==> config.mk <==
export PLATFORM = sky130hd
export DESIGN_NAME = seq_div
export DESIGN_NICKNAME = d
export VERILOG_FILES = /design/src/rtl/seq_div.sv
export SDC_FILE = /design/constraint.sdc
export NUM_CORES = 1
export LEC_CHECK = 0
export BUFFER_PORTS_ARGS = -buffer_cell sky130_fd_sc_hd__buf_2
export CAP_MARGIN = 20
export CORE_MARGIN = 8
export CORE_UTILIZATION = 30
export CTS_CLUSTER_DIAMETER = 40
export DETAILED_ROUTE_END_ITERATION = 7
export SYNTH_ARGS = -nofsm -noshare
export SYNTH_HDL_FRONTEND = slang
export SYNTH_SLANG_ARGS = --single-unit
export TNS_END_PERCENT = 5
==> constraint.sdc <==
create_clock -name clk -period 3.94 [get_ports clk]
set_clock_uncertainty 0.05 [all_clocks]
set_input_delay 0.788 -clock clk [delete_from_list [all_inputs] [get_ports clk]]
set_output_delay 0.788 -clock clk [all_outputs]
set_load 0.01 [all_outputs]
==> src/rtl/seq_div.sv <==
// Iterative non-restoring divider: one quotient bit per clock, unsigned or
// two's-complement signed, with divide-by-zero/overflow flags and a start/busy/done handshake.
module seq_div #(
  parameter int WIDTH = 8
) (
  input  logic             clk,
  input  logic             rst_n,
  input  logic             start,
  input  logic             sgn,
  input  logic [WIDTH-1:0] num,
  input  logic [WIDTH-1:0] den,
  output logic             busy,
  output logic             done,
  output logic [WIDTH-1:0] quo,
  output logic [WIDTH-1:0] rem,
  output logic             dz,
  output logic             ovf
);
  localparam int CW = $clog2(WIDTH) + 1;
  localparam logic [WIDTH-1:0] MIN = {1'b1, {(WIDTH-1){1'b0}}};

  typedef enum logic [1:0] {IDLE, CALC, FIX, DONE} state_t;

  state_t                  st, nxt;
  logic signed [WIDTH:0]   a, a_sh, a_nx, dext;
  logic        [WIDTH-1:0] q, d, r_mag;
  logic        [CW-1:0]    cnt;
  logic                    neg_q, neg_r, ovf_pend;

  function automatic logic [WIDTH-1:0] mag(input logic [WIDTH-1:0] v, input logic s);
    return (s && v[WIDTH-1]) ? -v : v;
  endfunction

  function automatic logic [WIDTH-1:0] apply_sign(input logic [WIDTH-1:0] v, input logic neg);
    return neg ? -v : v;
  endfunction

  // A is one bit wider than the operands so an unsigned divisor near 2^WIDTH keeps its carry
  assign dext  = $signed({1'b0, d});
  assign a_sh  = $signed({a[WIDTH-1:0], q[WIDTH-1]});
  assign a_nx  = a[WIDTH] ? (a_sh + dext) : (a_sh - dext);
  assign r_mag = a[WIDTH] ? WIDTH'(a + dext) : a[WIDTH-1:0];

  always_ff @(posedge clk or negedge rst_n) begin
    if (!rst_n) st <= IDLE;
    else        st <= nxt;
  end

  always_comb begin
    nxt = st;
    case (st)
      IDLE:    if (start) nxt = (den == '0) ? DONE : CALC;
      CALC:    if (cnt == CW'(1)) nxt = FIX;
      FIX:     nxt = DONE;
      DONE:    nxt = IDLE;
      default: nxt = IDLE;
    endcase
  end

  always_comb begin
    busy = (st == CALC) || (st == FIX);
    done = (st == DONE);
  end

  always_ff @(posedge clk or negedge rst_n) begin
    if (!rst_n) begin
      a        <= '0;
      q        <= '0;
      d        <= '0;
      cnt      <= '0;
      neg_q    <= 1'b0;
      neg_r    <= 1'b0;
      ovf_pend <= 1'b0;
      quo      <= '0;
      rem      <= '0;
      dz       <= 1'b0;
      ovf      <= 1'b0;
    end else begin
      case (st)
        IDLE: if (start) begin
          if (den == '0) begin
            quo <= '1;
            rem <= num;
            dz  <= 1'b1;
            ovf <= 1'b0;
          end else begin
            a        <= '0;
            q        <= mag(num, sgn);
            d        <= mag(den, sgn);
            cnt      <= CW'(WIDTH);
            neg_q    <= sgn & (num[WIDTH-1] ^ den[WIDTH-1]);
            neg_r    <= sgn & num[WIDTH-1];
            ovf_pend <= sgn && (num == MIN) && (den == '1);
            dz       <= 1'b0;
            ovf      <= 1'b0;
          end
        end
        CALC: begin
          a   <= a_nx;
          q   <= {q[WIDTH-2:0], ~a_nx[WIDTH]};
          cnt <= cnt - CW'(1);
        end
        // MIN / -1 needs no special path: |MIN| / 1 wraps back to MIN on its own
        FIX: begin
          quo <= apply_sign(q, neg_q);
          rem <= apply_sign(r_mag, neg_r);
          ovf <= ovf_pend;
        end
        default: ;
      endcase
    end
  end
endmodule

==> flow_summary.toml <==
[outcome]
status = "finished, final reports clean"

[clocking]
clk-insertion-delay-late_ns = 0.30
cts_resized = 0
clk_pin_slew_ns = 0.08
cts_hold_buf = 0
numCtsBuffers = 5
cts_setup_buffers = 0
cts_root_buf = "clkbuf_16"
clock-sinks = 52
cts_tree = "yes"
htreeDepth = 2
cts_buffer_depth = 2

[grt]
grt_usage_pct = 12.3
overflow = 0
grt_max_degree = 38
antenna_found_initial = 0
grt_pass1_vias = 3323
grt_pass1_wl_um = 16500

[placed_design]
place.detailed.hpwl_um = 7500
placed_cell_area_um2 = 4160
post-place-cells = 652
gp_congestion = 0.832
port_buffers = 39

[yosys]
yosysWarnings = 0
yosys.area_share.adder_pct = 9.91
synthFlopType = "dfrtp_1"
synthTopCellsByCount = "nor2_1 (54), dfrtp_1 (52), nand2_1 (51)"
synth_edf_count = 0
async_flop_share_pct = 100
synthMuxAreaShare_pct = 3.81
netlist_instances = 455
ys_seq_area_share_pct = 34.1
synth_xor_area_share_pct = 8.50
avgSynthCellArea_um2 = 8.38
syn_area_um2 = 3810
synth-simple-area-share_pct = 19.8
ys_seq_elements = 52
synth.area.top_cells = "dfrtp_1 (34%), ha_1 (8.9%), nor2_1 (5.3%)"
synth.most_common_cell = "nor2_1"
synth_top_area_cell = "dfrtp_1"
syn_nets = 504
synth_cell_types = 54
synth_top_area_share_pct = 34.1
synth_top_family_by_area = "simple AND/OR/NAND/NOR gates"
synth-compound-area-share_pct = 18.7

[power_and_ir_drop]
p_int_w = 0.00216
p_total_w = 0.00405
swShare_pct = 46.7
p_per_area_nw_per_um2 = 934
ir_drop_v = 0.000450
leakage_nw = 1.86
switchingPower_w = 0.00189
power_frac_clock_pct = 12.7
sequentialPowerShare_pct = 26.5
combinationalPowerShare_pct = 60.8

[finish]
nets = 536
seqCellArea_um2 = 1300
layout-drive-gt1-share_pct = 13.1
final_cells = 660
multi_input_area_um2 = 2320
final_area_um2 = 4340
n_fill_cell = 1348
diodes = 0
area_growth_pct = 13.7

[sta]
relSlewSlack_pct = 42.9
setup-violations-final = 0
holdWs_ns = 0.451
finalHoldViolCount = 0
fin_tns_setup_ns = 0
drv_slew = 0
rsz0062_at_grt = "no"
max_clock_freq_ghz = 0.348
min_period_ns = 2.87
fin_crit_sh_pct = 72.9
tightest_slew_ns = 0.856

[job]
maxCapViolations = 0

[hold_path]
min_path_type = "register to register"
worstHoldStart = "dz$_DFFE_PN0P_"

[worst_setup_path]
worst_setup_path_start_kind = "register"
cp.arrival_ns = 3.00
timing.critical_path.mode_cell = "ha_1"
path_cells = "inv_1 > ha_1 > mux2_2 > ha_1 > a21o_1 > a21oi_1 > o21bai_1 > a2111oi_0 > nor3_1 > xnor2_1 > o21ai_0"
crit_fanout = 7
slowest_delay_ns = 0.51
critPathKind = "register to register"
timing.rr.start = "d[1]$_DFFE_PN0P_"
crit_start = "d[1]$_DFFE_PN0P_"
cp-end-kind = "register"
crit_slowest_cell = "dfrtp_1"
worstPathRequired_ns = 4.07

[routing]
via_count = 3342
drcViolationCount = 0
dr.pass1.iters = 4
routedWlPerCell_um = 14.8
ant_nets = 0
routed_via_density = 5.06
drt-initial-drc-count = 236
wl_um = 9750

[die]
die_height_um = 129
initial_utilization_pct = 30.5
dieArea_um2 = 16600
die_x_um = 129
ioPinCount = 40
rows = 41
core_area_um2 = 12500
per-layer routing:
metal	share of wire, %	wire (um)	track usage [%]	up-vias
li1	-	-	-	1657
met1	51	4940	17.6	1592
met2	42	4050	18.1	80
met3	6.2	605	2.11	13
met4	1.7	161	3.94	0
met5	0	0	0	-
power by group through the flow:
stage	Sequential, W	Combinational (W)	Clock [W]
final	0.00107	0.00246	0.000516
after global routing	0.00111	0.00281	0.000547
after CTS	0.00107	0.00247	0.000531
after detailed placement	0.00108	0.00245	0
after global placement	0.00107	0.00241	0
after floorplan	0.00101	0.00193	0
path summary, 6_finish.rpt:
path | end | slack (ns) | depth (start not counted)
worst max register to register | a[7]$_DFFE_PN0P_ | 1.07 | 11
worst min register to register | dz$_DFFE_PN0P_ | 0.45 | 2
min in group asynchronous | a[0]$_DFFE_PN0P_ | 0.55 | 1
worst min-delay path | dz$_DFFE_PN0P_ | 0.45 | 2
worst max-delay path | a[7]$_DFFE_PN0P_ | 1.07 | 11
max in group asynchronous | rem[6]$_DFFE_PN0P_ | 2.55 | 2
through the flow:
step | util, % | setup WS (ns)
after CTS | 34.6 | 1.07
after detailed placement | 33.3 | 1.09
after floorplan | - | 0.978
final | 34.6 | 1.07
after global placement | 33.3 | 1.14
after global routing | 34.6 | 0.851
logic make-up (layout without fill, tap and decap cells):
group,count (synthesis),in the layout
flops,52,52
mux,14,14
compound gates,116,116
simple gates,166,166
xor+xnor,37,37
fa+ha+maj,29,29
buf+inv,41,74
state kept, by name, indices dropped and copies added, names as in the netlist:
signal    flops
a             9
d             8
q             8
quo           8
rem           8
cnt           4
st            2
dz            1
neg_q         1
neg_r         1
ovf           1
ovf_pend      1
worst max-delay path: cells and delay by family (launching register included):
family	cells	cell delay, ns
AO/OA/AOI/OAI	5	1.01
adder cells (fa/ha/maj)	2	0.55
flip-flops	1	0.51
multiplexers	1	0.28
XOR/XNOR	1	0.15
AND/OR/NAND/NOR	1	0.12
buffers and inverters	1	0.08
cell type report:
cell class                 instances  area share (%)
clock inverter                     3            1.07
multi-input combinational        362            53.6
sequential                        52            30.0
timing repair buffer              46            5.71
inverter                          20            1.73
tap                              172            4.96
clock buffer                       5            2.89
cell usage in the layout, fill, tap and decap left out, drive strengths merged, types with 2 or more instances in the layout:
master / synthesis / layout
clkbuf: 14 / 5
nor2b: 5 / 5
o41ai: 2 / 2
nor3: 9 / 9
ha: 27 / 27
nand2b: 8 / 8
a211oi: 2 / 2
nor3b: 2 / 2
o21a: 3 / 3
o31ai: 4 / 4
and2: 2 / 2
fa: 2 / 2
a21oi: 37 / 37
xor2: 18 / 18
nand4: 3 / 3
nand3: 16 / 16
or3: 8 / 8
dfrtp: 52 / 52
o21ai: 27 / 27
a31oi: 14 / 14
o211ai: 5 / 5
or2: 3 / 3
inv: 20 / 21
nor2: 54 / 54
o22ai: 3 / 3
nand2: 51 / 51
mux2i: 10 / 10
o21bai: 2 / 2
buf: 5 / 46
mux2: 4 / 4
or4: 2 / 2
xnor2: 19 / 19
a21o: 5 / 5
(Power assumes the default switching activity.)
